--- src/rtl/acc_cpu_param.sv ---
// rtl/acc_cpu_param.sv - parametrised accumulator CPU with memory ready handshake
//
// Purpose: single bus master running 3-bit-opcode accumulator code from a memory
// with wait states. Instruction format is opcode in the top 3 bits and address
// operand in the low DATA_W-3 bits.
//
// Ports:
//   clk        in   rising-edge clock
//   reset      in   synchronous active-high reset
//   addr_bus   out  memory address (DATA_W-3 bits)
//   rd_mem     out  read request
//   wr_mem     out  write request
//   wr_data    out  write data (accumulator)
//   rd_data    in   read data, taken on an edge with rd_mem && mem_ready
//   mem_ready  in   memory completes the current request at this edge
//   halted     out  core is in HALT
//   bus_err    out  bus-timeout trap occurred
//   acc_dbg    out  accumulator
//
// Optional feature: define BUS_TIMEOUT_EN to trap into HALT with bus_err set
// when a request waits TIMEOUT_CYC stalled cycles and then stalls once more.
// Without it the core waits indefinitely and bus_err is 0.
module acc_cpu_param #(
  parameter int                DATA_W      = 16,
  parameter logic [DATA_W-4:0] RESET_PC    = '0,
  parameter int                TIMEOUT_CYC = 15
) (
  input  logic              clk,
  input  logic              reset,
  output logic [DATA_W-4:0] addr_bus,
  output logic              rd_mem,
  output logic              wr_mem,
  output logic [DATA_W-1:0] wr_data,
  input  logic [DATA_W-1:0] rd_data,
  input  logic              mem_ready,
  output logic              halted,
  output logic              bus_err,
  output logic [DATA_W-1:0] acc_dbg
);

  localparam int ADDR_W = DATA_W - 3;

  localparam logic [2:0] S_START  = 3'd0;
  localparam logic [2:0] S_FETCH  = 3'd1;
  localparam logic [2:0] S_DECODE = 3'd2;
  localparam logic [2:0] S_EXRD   = 3'd3;
  localparam logic [2:0] S_EXWR   = 3'd4;
  localparam logic [2:0] S_HALT   = 3'd5;

  localparam logic [2:0] OP_LDA = 3'd0;
  localparam logic [2:0] OP_STA = 3'd1;
  localparam logic [2:0] OP_ADD = 3'd2;
  localparam logic [2:0] OP_SUB = 3'd3;
  localparam logic [2:0] OP_JMP = 3'd4;
  localparam logic [2:0] OP_JEZ = 3'd5;
  localparam logic [2:0] OP_HLT = 3'd6;
  localparam logic [2:0] OP_JNG = 3'd7;

  logic [2:0]        r_state;
  logic [ADDR_W-1:0] r_pc;
  logic [DATA_W-1:0] r_ir;
  logic [DATA_W-1:0] r_acc;

  logic [2:0]        w_opcode;
  logic [ADDR_W-1:0] w_operand;
  logic              w_req_active;
  logic              w_timeout;

  assign w_opcode     = r_ir[DATA_W-1:DATA_W-3];
  assign w_operand    = r_ir[ADDR_W-1:0];
  assign w_req_active = (r_state == S_FETCH) || (r_state == S_EXRD) || (r_state == S_EXWR);

  // Bus outputs are a pure decode of the state, so they stay stable across wait states.
  always_comb begin
    addr_bus = '0;
    rd_mem   = 1'b0;
    wr_mem   = 1'b0;
    halted   = 1'b0;
    case (r_state)
      S_FETCH: begin
        addr_bus = r_pc;
        rd_mem   = 1'b1;
      end
      S_EXRD: begin
        addr_bus = w_operand;
        rd_mem   = 1'b1;
      end
      S_EXWR: begin
        addr_bus = w_operand;
        wr_mem   = 1'b1;
      end
      S_HALT: halted = 1'b1;
      default: ;
    endcase
  end

  assign wr_data = r_acc;
  assign acc_dbg = r_acc;

`ifdef BUS_TIMEOUT_EN
  localparam int CNT_W = (TIMEOUT_CYC < 1) ? 1 : $clog2(TIMEOUT_CYC + 1);

  logic [CNT_W-1:0] r_tmo_cnt;
  logic             r_bus_err;

  // Cleared whenever no request is pending or one completes, so every new
  // FETCH/EXRD/EXWR starts counting from zero.
  always_ff @(posedge clk) begin
    if (reset) begin
      r_tmo_cnt <= '0;
    end else if (!w_req_active || mem_ready) begin
      r_tmo_cnt <= '0;
    end else if (r_tmo_cnt != CNT_W'(TIMEOUT_CYC)) begin
      r_tmo_cnt <= r_tmo_cnt + 1'b1;
    end
  end

  // Completion on the limit edge wins: the trap requires mem_ready low.
  assign w_timeout = w_req_active && !mem_ready && (r_tmo_cnt == CNT_W'(TIMEOUT_CYC));

  always_ff @(posedge clk) begin
    if (reset) begin
      r_bus_err <= 1'b0;
    end else if (w_timeout) begin
      r_bus_err <= 1'b1;
    end
  end

  assign bus_err = r_bus_err;
`else
  logic w_unused_tmo;

  assign w_unused_tmo = |TIMEOUT_CYC;
  assign w_timeout    = 1'b0;
  assign bus_err      = 1'b0;
`endif

  always_ff @(posedge clk) begin
    if (reset) begin
      r_state <= S_START;
      r_pc    <= RESET_PC;
      r_acc   <= '0;
      r_ir    <= '0;
    end else begin
      case (r_state)
        S_START: r_state <= S_FETCH;
        S_FETCH: begin
          if (mem_ready) begin
            r_ir    <= rd_data;
            r_pc    <= r_pc + 1'b1;
            r_state <= S_DECODE;
          end else if (w_timeout) begin
            r_state <= S_HALT;
          end
        end
        S_DECODE: begin
          case (w_opcode)
            OP_LDA, OP_ADD, OP_SUB: r_state <= S_EXRD;
            OP_STA: r_state <= S_EXWR;
            OP_JMP: begin
              r_pc    <= w_operand;
              r_state <= S_FETCH;
            end
            OP_JEZ: begin
              if (r_acc == '0) r_pc <= w_operand;
              r_state <= S_FETCH;
            end
            OP_JNG: begin
              if (r_acc[DATA_W-1]) r_pc <= w_operand;
              r_state <= S_FETCH;
            end
            default: r_state <= S_HALT;
          endcase
        end
        S_EXRD: begin
          if (mem_ready) begin
            case (w_opcode)
              OP_ADD:  r_acc <= r_acc + rd_data;
              OP_SUB:  r_acc <= r_acc - rd_data;
              default: r_acc <= rd_data;
            endcase
            r_state <= S_FETCH;
          end else if (w_timeout) begin
            r_state <= S_HALT;
          end
        end
        S_EXWR: begin
          if (mem_ready) begin
            r_state <= S_FETCH;
          end else if (w_timeout) begin
            r_state <= S_HALT;
          end
        end
        S_HALT:  r_state <= S_HALT;
        default: r_state <= S_START;
      endcase
    end
  end

endmodule
--- config.mk ---
export PLATFORM = sky130hd
export DESIGN_NAME = acc_cpu_param
export DESIGN_NICKNAME = d
export VERILOG_FILES = /design/src/rtl/acc_cpu_param.sv
export SDC_FILE = /design/constraint.sdc
export NUM_CORES = 1
export LEC_CHECK = 0
export CAP_MARGIN = 20
export CORE_UTILIZATION = 48
export CTS_CLUSTER_SIZE = 14
export DETAILED_ROUTE_END_ITERATION = 16
export PLACE_DENSITY = 0.82
export SETUP_SLACK_MARGIN = 0.1
export SYNTH_ARGS = -nofsm -noshare
export SYNTH_HDL_FRONTEND = slang
export SYNTH_SLANG_ARGS = --single-unit
--- constraint.sdc ---
create_clock -name clk -period 3 [get_ports clk]
set_clock_uncertainty 0.2 [all_clocks]
set_input_delay 0.3 -clock clk [delete_from_list [all_inputs] [get_ports clk]]
set_output_delay 0.3 -clock clk [all_outputs]
set_load 0.05 [all_outputs]
==> results of run 1 <==
==> placed cells by master, fill, tap and decap left out, types with 4 or more instances in the layout <==
master           synthesis  routed
a211oi_1                 9       8
a21oi_1                 48      37
a21oi_2                  0       5
a21oi_4                  0       6
a22o_1                   7       7
a22oi_1                  4       4
a311oi_1                10       8
and3_1                   6       5
buf_4                   17      75
clkbuf_8                 0       5
clkdlybuf4s50_1          0      47
dfxtp_1                 48      45
dlygate4sd2_1            0      11
ha_1                    17      11
ha_4                     0       4
inv_1                    8       8
mux2i_1                  8       7
nand2_1                 93      87
nand2_2                  1       5
nand2b_1                 7       6
nand3_1                 11      11
nor2_1                  34      32
nor3_1                   4       4
nor4_1                   5       5
o21ai_0                 26      19
o21ai_1                  1       4
o21ai_2                  2       5
o22ai_1                  6       5
or3_1                    4       4
xnor2_1                 15      11
xnor2_2                  0       4
xor2_1                  13      12
==> sequential cells by signal, indices dropped and copies added, names as in the netlist <==
name     cells
r_state      3
acc_dbg     16
r_pc        13
r_ir        16
==> final cells by class <==
type	count	share of cell area (%)
tap	99	2.40
sequential	48	18.7
clock inverter	3	0.895
multi-input combinational	387	53.4
timing repair buffer	137	22.7
clock buffer	5	1.33
inverter	8	0.581
==> worst min-delay path by stage <==
stage | end | slack (ns)
after floorplan | r_ir[11] | 0.24
after CTS | r_ir[8] | 0.28
after detailed placement | r_ir[8] | 0.26
final | r_ir[8] | 0.28
after global placement | r_ir[9] | 0.26
after global routing | r_ir[9] | 0.30
==> layer usage <==
layer | GRT usage, % | vias up | wire length, um
met5 | 0 | - | 0
met4 | 13.8 | 0 | 595
met3 | 4.01 | 65 | 980
met2 | 52.9 | 254 | 6360
met1 | 37.7 | 2000 | 5050
li1 | - | 1911 | -
==> report_power, final <==
| group | leakage (uW) | switching [uW] | total, uW | internal [uW] |
|---|---|---|---|---|
| sequential | 0.000391 | 39.6 | 700 | 660 |
| combinational | 0.00161 | 301 | 518 | 217 |
| clock | 0.0000548 | 245 | 496 | 252 |
| total | 0.00206 | 585 | 1710 | 1130 |
==> metrics by stage <==
step	setup TNS, ns	instances	hold slack [ns]	util [%]	area, um2
CTS	0	678	0.278	67.1	4860
floorplan	0	486	0.236	-	3640
detailed placement	-3.68	663	0.265	63.1	4580
global placement	-2.24	663	0.263	63.1	4580
global route	-0.514	687	0.304	71.3	5170
finish	-0.0552	687	0.276	71.3	5170
==> worst register-to-register path: cells and delay by family (launching register included) <==
kind | cells | cell delay, ns
AOI/OAI and AO/OA | 5 | 1.02
xor gates and xnor gates | 2 | 0.35
adders and majority gates | 1 | 0.31
buffers and inverters | 1 | 0.11
DFF | 1 | 0.34
and+or+nand+nor | 4 | 0.66
==> cell families (layout without fill, tap and decap cells) <==
group / after synthesis / count (layout) / share of synthesized area, %
compound gates: 142 / 142 / 25.7
buf+inv: 51 / 153 / 7.51
flops: 48 / 48 / 26.6
mux: 8 / 8 / 2.21
other cells: 1 / 1 / 0.104
xor+xnor: 28 / 28 / 6.78
fa+ha+maj: 18 / 18 / 6.44
simple gates: 190 / 190 / 24.7
==> repair_timing <==
item | CTS | global route
resized for setup | 44 | 45
setup endpoints to repair | 14 | 15
buffers inserted | 7 | 9
pin swaps | 36 | 39
==> flow_metrics.py, run 1 <==
metrics = {
    "status": {
        "status": "finished with violations",
        "violations": "setup timing",
    },
    "sta": {
        "drv_slew": 0,
        "finalHoldViolCount": 0,
        "worst_slew_pin_slew_ns": 0.872,
        "fmax_ghz": 0.329,
        "timing.slew.headroom_pct": 41.8,
        "period_minus_slack_ns": 3.04,
        "rsz0062_at_grt": "true",
        "setup_viol": 2,
        "worst_slack_ns": -0.0399,
        "period_share_pct": 101,
    },
    "detailed_routing": {
        "wl_per_cell_um": 18.9,
        "vias": 4230,
        "via_per_inst": 6.16,
        "first_iter_violations": 496,
        "wl_um": 13000,
        "post-route-drc-count": 0,
        "ant_nets": 0,
        "first_pass_iters": 5,
    },
    "global_route": {
        "overflow": 0,
        "antenna_found_initial": 0,
        "grtUsageTotal_pct": 30.6,
        "grt_start_max_net_pins": 32,
        "grt_pass1_vias": 3806,
        "grt_pass1_wl_um": 18500,
    },
    "critical_path": {
        "start_kind": "flop",
        "crit_end": "acc_dbg[10]",
        "worstPathArrival_ns": 3.06,
        "path_depth": 13,
        "critPathCaptureType": "flop",
        "reg2reg_from": "r_ir[14]",
        "cp_cell_sequence": "nor2b_4, and2_4, a21oi_4, xnor2_2, ha_4, buf_6, nand2_2, o21ai_4, a2111oi_4, o31ai_4, xor2_1, nand2_1, a311oi_2",
        "cp_max_fo": 5,
        "cp-startpoint": "r_ir[14]",
        "worst_r2r_endpoint": "acc_dbg[10]",
        "cpLargestDelayFamily": "compound AO/OA/AOI/OAI gates",
        "path_buf_inv": 1,
        "critPathKind": "flop to flop",
        "r2r_cells": 13,
        "cp_slowest_cell": "dfxtp_2",
        "cp.required_ns": 3.02,
        "slowest_delay_ns": 0.34,
        "reg2reg_slack_ns": -0.04,
    },
    "hold_path": {
        "worstHoldPathCells": 2,
        "min_from": "r_ir[8]",
        "hp-class": "flop to flop",
    },
    "logic_synthesis": {
        "ys_async_sr_fraction_pct": 0,
        "netlist_area_mm2": 0.00362,
        "yosysMostFrequentCell": "nand2_1",
        "synth_area_per_cell_um2": 7.44,
        "ys_seq_area_share_pct": 26.6,
        "synth_commonest_cells": "nand2_1, a21oi_1, dfxtp_1, nor2_1, o21ai_0",
        "synth_edf_count": 0,
        "synthTopCellsByArea": "dfxtp_1, nand2_1, a21oi_1",
        "netlist_instances": 486,
        "yosys_register_bits": 48,
        "synthFlopType": "dfxtp_1",
        "synth_cell_type_count": 65,
        "synth_fp_nets": 523,
        "synth_warnings": 0,
        "synth_top_cell_by_area": "dfxtp_1",
        "synth_top_area_share_pct": 26.6,
    },
    "cells_and_area": {
        "fillers": 535,
        "area_growth_pct": 43.0,
        "antenna_cells": 0,
        "multi_input_area_mm2": 0.00276,
        "nets": 624,
        "seqCellArea_um2": 965,
        "layout-drive-gt1-share_pct": 26.2,
    },
    "clock_tree": {
        "clock_latency_ns": 0.31,
        "cts_tree": "yes",
        "htreeDepth": 2,
        "cts_buffer_depth": 2,
        "cts.hold.buffers_added": 0,
        "clkSinkCount": 48,
        "clock-root-buffer": "clkbuf_8",
        "cts.reportedPaths.clkPinSlew_ns": 0.10,
        "cts_buffers": 5,
    },
    "die": {
        "dieArea_mm2": 0.00788,
        "ios": 68,
        "rows": 31,
        "coreArea_mm2": 0.00725,
        "start_util_pct": 49.9,
        "die_x_um": 88.8,
        "die_h_um": 88.8,
    },
    "place": {
        "dp_hpwl_um": 8370,
        "pre_cts_ws_ns": -0.524,
        "port-buffer-count": 66,
        "gp_congestion": 0.893,
    },
    "power": {
        "leakage_uw": 0.00206,
        "worst_ir_drop_vdd_uv": 255,
        "power.total_uw": 1710,
        "power_per_cell_area_mw_per_mm2": 332,
    },
    "flow_run": {
        "drv_cap": 0,
    },
}
Power figures use the tool's default switching activity.
==> run 2, diff against run 1 <==
Settings changed: SLEW_MARGIN set to 20.
==> results of run 2 <==
No change in the layout: final DEF, timing and power equal those of run 1.
==> run 3, diff against run 2 <==
Settings changed: CORE_UTILIZATION 48 to 53, GPL_ROUTABILITY_DRIVEN set to 0, PLACE_DENSITY 0.82 to 0.86.
Clock period 3 ns to 3.01 ns, I/O delays scaled along.
==> run 3 against run 2 <==
The flow now finishes without violations. Sequential share of layout area is 1.2 points higher. Non-clock buffer count is 15 lower. Global-route usage up 0.70 points. Worst setup slack improved by 0.12 ns. Sequential power down 0.9%. Combinational power decreased by 8.5%. Routed wire length decreased by 10%. Design area shrank 6.3%. Flip-flop and latch count unchanged. Critical path type unchanged. Largest cell class unchanged.
==> flow_metrics.py, run 3 (synthesis results as in run 1) <==
metrics = {
    "clock_tree": {
        "cts_buffer_depth": 2,
        "cts_tree": "yes",
        "cts.reportedPaths.clkPinSlew_ns": 0.09,
        "clock-root-buffer": "clkbuf_8",
        "cts_buffers": 5,
        "clkSinkCount": 48,
        "htreeDepth": 2,
        "clock_latency_ns": 0.31,
    },
    "hold_path": {
        "holdPathEnd": "r_ir[2]",
        "worstHoldPathCells": 4,
        "min_from": "rd_data[2]",
        "hp-class": "input pin to flop",
    },
    "global_route": {
        "overflow": 0,
        "grt_pass1_wl_um": 18200,
        "grt_start_max_net_pins": 38,
        "grtUsageTotal_pct": 31.3,
        "antenna_found_initial": 0,
        "grt_pass1_vias": 3832,
    },
    "place": {
        "port-buffer-count": 66,
        "dp_hpwl_um": 7770,
    },
    "critical_path": {
        "cp_cell_sequence": "nor2b_4, and2_4, a21oi_2, xnor2_1, ha_1, a21oi_2, o21ai_2, a2111oi_4, o31ai_2, xor2_1, nand2_1, a311oi_2",
        "slowest_delay_ns": 0.37,
        "critPathCaptureType": "flop",
        "cp.required_ns": 3.03,
        "crit_top_cell": "a21oi_2",
        "start_kind": "flop",
        "r2r_cells": 12,
        "critPathKind": "flop to flop",
        "worstPathArrival_ns": 2.94,
        "reg2reg_slack_ns": 0.08,
        "worst_r2r_endpoint": "acc_dbg[10]",
        "cp_slowest_cell": "a2111oi_4",
        "reg2reg_from": "r_ir[14]",
        "cp_max_fo": 6,
    },
    "detailed_routing": {
        "wl_um": 11700,
        "ant_nets": 0,
        "wl_per_cell_um": 17.9,
        "first_pass_iters": 8,
        "first_iter_violations": 450,
        "via_per_inst": 6.28,
        "vias": 4084,
        "post-route-drc-count": 0,
    },
    "sta": {
        "rsz0062_at_grt": "true",
        "period_share_pct": 97.2,
        "worst_slew_pin_slew_ns": 0.835,
        "setup_viol": 0,
        "fmax_ghz": 0.342,
        "finalHoldViolCount": 0,
        "fin_hold_ws_ns": 0.206,
        "timing.slew.headroom_pct": 44.3,
        "tns_ns": 0,
        "period_minus_slack_ns": 2.93,
        "drv_slew": 0,
    },
    "power": {
        "power_per_cell_area_mw_per_mm2": 329,
        "leakage_uw": 0.00195,
        "worst_ir_drop_vdd_uv": 292,
    },
    "cells_and_area": {
        "layout.cells.most_common": "nand2_1",
        "antenna_cells": 0,
        "nets": 609,
        "area_growth_pct": 34.0,
        "seqCellArea_um2": 963,
        "multi_input_area_mm2": 0.00258,
        "fillers": 434,
        "final_cell_mix": "nand2_1, buf_4, clkdlybuf4s50_1",
        "layout-drive-gt1-share_pct": 21.5,
    },
    "die": {
        "start_util_pct": 56.0,
        "rows": 29,
        "die_h_um": 84.6,
        "die_x_um": 84.6,
        "coreArea_mm2": 0.00646,
        "dieArea_mm2": 0.00716,
        "ios": 68,
    },
    "status": {
        "status": "finished clean",
    },
    "flow_run": {
        "drv_cap": 0,
    },
}
-- run 3: cell types whose count changed in the layout (fill, tap and decap cells not counted), sizes merged --
cell	before	now
bufinv	1	0
clkinv	0	1
buf	78	63
clkinvlp	1	0
dlymetal6s2s	0	3
clkdlybuf4s50	47	48
clkbuf	5	8
dlygate4sd2	11	5
-- run 3: worst max path at each step --
stage                     startpoint          end  slack [ns]  depth (start not counted)
after global placement    rd_data[6]  acc_dbg[14]       -0.40                         12
after detailed placement  rd_data[6]  acc_dbg[14]       -0.44                         12
final                       r_ir[14]  acc_dbg[10]        0.08                         12
after CTS                 rd_data[2]  acc_dbg[14]        0.06                         14
after floorplan           rd_data[2]  acc_dbg[14]        0.12                         13
after global routing        r_ir[14]  acc_dbg[10]       -0.04                         12
-- run 3: per-stage QoR --
step | cells | power [uW] | worst slack (ns) | cell area (um2) | util (%)
final | 650 | 1590 | 0.0831 | 4840 | 75.0
after global routing | 650 | 1660 | -0.0418 | 4840 | 75.0
after CTS | 646 | 1560 | 0.0629 | 4730 | 73.3
after detailed placement | 632 | 1130 | -0.435 | 4500 | 69.6
after global placement | 632 | 1120 | -0.399 | 4500 | 69.6
after floorplan | 486 | 974 | 0.122 | 3640 | -
-- run 3: area by class of cell --
cell class / count / share of cell area [%]
clock buffers: 6 / 1.70
clock inverters: 2 / 0.284
inverters: 8 / 0.620
multi-input cells: 387 / 53.3
flip-flops and latches: 48 / 19.9
well taps: 77 / 1.99
repair buffers: 122 / 22.3
-- run 3: critical path: cells and delay by family, from the launching register on --
kind | cells | cell delay, ns
AO/OA/AOI/OAI | 6 | 1.14
XOR/XNOR | 2 | 0.30
adder cells (fa/ha/maj) | 1 | 0.36
flip-flops | 1 | 0.34
AND/OR/NAND/NOR | 3 | 0.49
-- run 3: routing by layer --
metal / share of wire (%) / GRT usage (%) / wire [um]
met1: 41 / 40.5 / 4800
met5: 0 / 0 / 0
met3: 7.6 / 5.01 / 882
met4: 3.8 / 11.6 / 444
met2: 47 / 52.4 / 5540
-- run 3: what timing repair did --
item / in CTS / in global routing
pin swaps: 21 / 22
setup endpoints to repair: 13 / 12
resized for setup: 34 / 28
buffers inserted: 6 / 4
hold buffers: 0 / 0
-- run 3: power by group --
part / switching, uW / internal (uW)
logic: 279 / 195
clock network: 237 / 189
registers: 36.3 / 658
total: 552 / 1040
==> variant, RTL diff (config.mk and constraints of run 3) <==
Register the output `acc_dbg` once more, without a reset; this adds one clock of latency there. The other outputs are not delayed to match.
--- a/src/rtl/acc_cpu_param.sv
+++ b/src/rtl/acc_cpu_param.sv
@@ -97,3 +97,5 @@
   assign wr_data = r_acc;
-  assign acc_dbg = r_acc;
+  always_ff @(posedge clk) begin
+    acc_dbg <= r_acc;
+  end
 
Function: changed (Yosys sat finds a counterexample within 10 cycles, from zero or initial values and one cycle with reset high).
==> variant against run 3 <==
The flow now finishes with violations (setup timing). Wire length up 22%. Core utilization up 6.5 points. Register-to-register slack lost 0.16 ns. Sequential cell count increased by 16. Power grew 38%. Critical path depth grew 1. Synthesized area up 7.6%. Design area grew 17%. Worst setup slack lost 0.28 ns. Largest power group unchanged.
==> variant: results (changes against run 3) <==
[synthesis]
synth_common_cells=nand2_1, dfxtp_1, a21oi_1, o21ai_0, nor2_1
synth_ff_type=dfxtp_1
ys.warnings.count=0  ; unchanged
synthAdderAreaFrac_pct=5.979  ; -0.46 points
synth_cell_types=59  ; -9.2%
synth.avg_cell_area_um2=7.785  ; +4.6%
synth-edff-count=0  ; unchanged
synth_fp_nets=537  ; +2.7%
muxShareOfSynthArea_pct=3.343  ; +1.1 points
synth_area_leaders=dfxtp_1, nand2_1, a21oi_1
synth_xor_xnor_area_share_pct=5.175  ; -1.6 points
async_flop_share_pct=0  ; unchanged
yosysSeqAreaShare_pct=32.92  ; +6.3 points
synth_compound_area_share_pct=25.27  ; -0.41 points

[power]
cellLeakagePower_uw=0.002255  ; +15%
p_per_area_nw_per_um2=387.9  ; +18%
p_int_uw=1554  ; +49%
vdd.ir_drop.worst_mv=0.3424  ; +17%

[hold_path]
min_path_type=in2reg

[cells_and_area]
drive_gt1_share_pct=23.92  ; +2.5 points
n_fill_cell=394  ; -9.2%
diodes=0  ; unchanged
fin_cells=723  ; +11%
final_nets=659  ; +8.2%

[drt]
viasPerCell=6.467  ; +2.9%
drt-pass1-iter-count=6  ; -2
dr.first_iter.drc_count=483  ; +7.3%
routed_wl_mm=14.25  ; +22%

[clock_network]
clk_latency_ns=0.35  ; +0.04 ns
root_buffer=clkbuf_8
clk_pin_slew_ns=0.07  ; -0.02 ns
cts_max_path_buffers=2  ; unchanged
cts_max_level=3  ; +1
numCtsBuffers=9  ; +4

[global_routing]
grt_usage_pct=35.72  ; +4.5 points
grt_pass1_vias=4446  ; +16%
antenna_found_initial=0  ; unchanged
grt_pass1_wl_mm=21.25  ; +16%
grt_max_degree=43  ; +13%

[placed_design]
port_buffers=66  ; unchanged
postPlaceCellArea_um2=5154  ; +15%
hpwlAfterDp_mm=8.353  ; +7.6%
post-place-ws_ns=-0.7818  ; -0.3463 ns
dp.cells=690  ; +9.2%

[run_status]
violations=setup timing
run_status=finished with violations

[timing]
layout_setup_ws_ns=-0.2007  ; -0.2839 ns
setup_viol=2  ; +2
slew_headroom_pct=56.35  ; +12 points

[worst_setup_path]
path_max_fanout=3  ; -3
crit_arrival_ns=3.27  ; +0.33 ns

-- variant: cell types whose count changed after synthesis, sizes merged, moves of 5 or more --
cell    change
buf        -21
dfxtp      +16
clkbuf      +9
o21ai       +9
nor2        -8
a22o        -6
and4        +6
nand2       -6
o22ai       -6
a211oi      -5
and3        +5
mux2i       +5
o211ai      +5
-- variant: repair_timing --
action	4_1_cts	5_1_grt
pin swaps	15	19
resized for setup	52	25
setup buffers	9	8
endpoints found under the setup margin	10	10
-- variant: final timing paths --
kind | startpoint | end | slack [ns] | depth (start not counted)
worst max-delay path | rd_data[6] | wr_data[15] | -0.20 | 13
worst min-delay path | rd_data[6] | r_ir[6] | 0.16 | 4
worst max register to register | r_ir[14] | wr_data[15] | -0.08 | 11
worst min register to register | wr_data[3] | acc_dbg[3] | 0.22 | 0
-- variant: final cells by class --
| type | count | share of cell area [%] |
|---|---|---|
| Clock inverter | 3 | 1.149 |
| Clock buffer | 13 | 2.630 |
| Inverter | 12 | 0.7956 |
| Timing Repair Buffer | 142 | 24.33 |
| Sequential cell | 64 | 22.63 |
| Multi-Input combinational cell | 393 | 46.34 |
| Tap cell | 96 | 2.122 |
-- variant: metal layers --
metal  vias up  global-route usage [%]  share of wire (%)
li1       2044                       -                  -
met3        84                   8.671                8.7
met1      2187                   40.90                 37
met4         0                   21.16                4.8
met5         -                       0                  0
met2       361                   60.39                 49
-- variant: stage by stage --
stage / TNS (ns) / hold WS (ns)
after floorplan: -0.07501 / 0.2370
after global placement: -3.129 / 0.1977
after detailed placement: -4.058 / 0.2050
after CTS: 0 / 0.1597
after global routing: -0.4455 / 0.1585
final: -0.2215 / 0.1627
-- variant: cells by family after synthesis --
group,after synthesis
AOI/OAI and AO/OA,151
xor gates and xnor gates,23
adders and majority gates,18
buffers and inverters,43
DFF,64
muxes,13
other,1
and+or+nand+nor,187
-- variant: worst max-delay path, stage by stage --
cell and delay [ns]:
buf_8 0.10, nor4_4 0.31, nand2b_1 0.17, nor4_4 0.29
a21o_1 0.23, xor2_2 0.18, ha_1 0.29, a21oi_2 0.18
nor2b_2 0.08, a211o_1 0.29, a21o_1 0.18, or4_1 0.52
o211ai_1 0.15
-- variant: power by group through the flow --
stage | registers, uW | clock network, uW | logic (uW)
detailed placement | 918 | 0 | 411
CTS | 899 | 819 | 428
global route | 904 | 864 | 496
floorplan | 941 | 0 | 220
finish | 902 | 824 | 470
global placement | 916 | 0 | 398
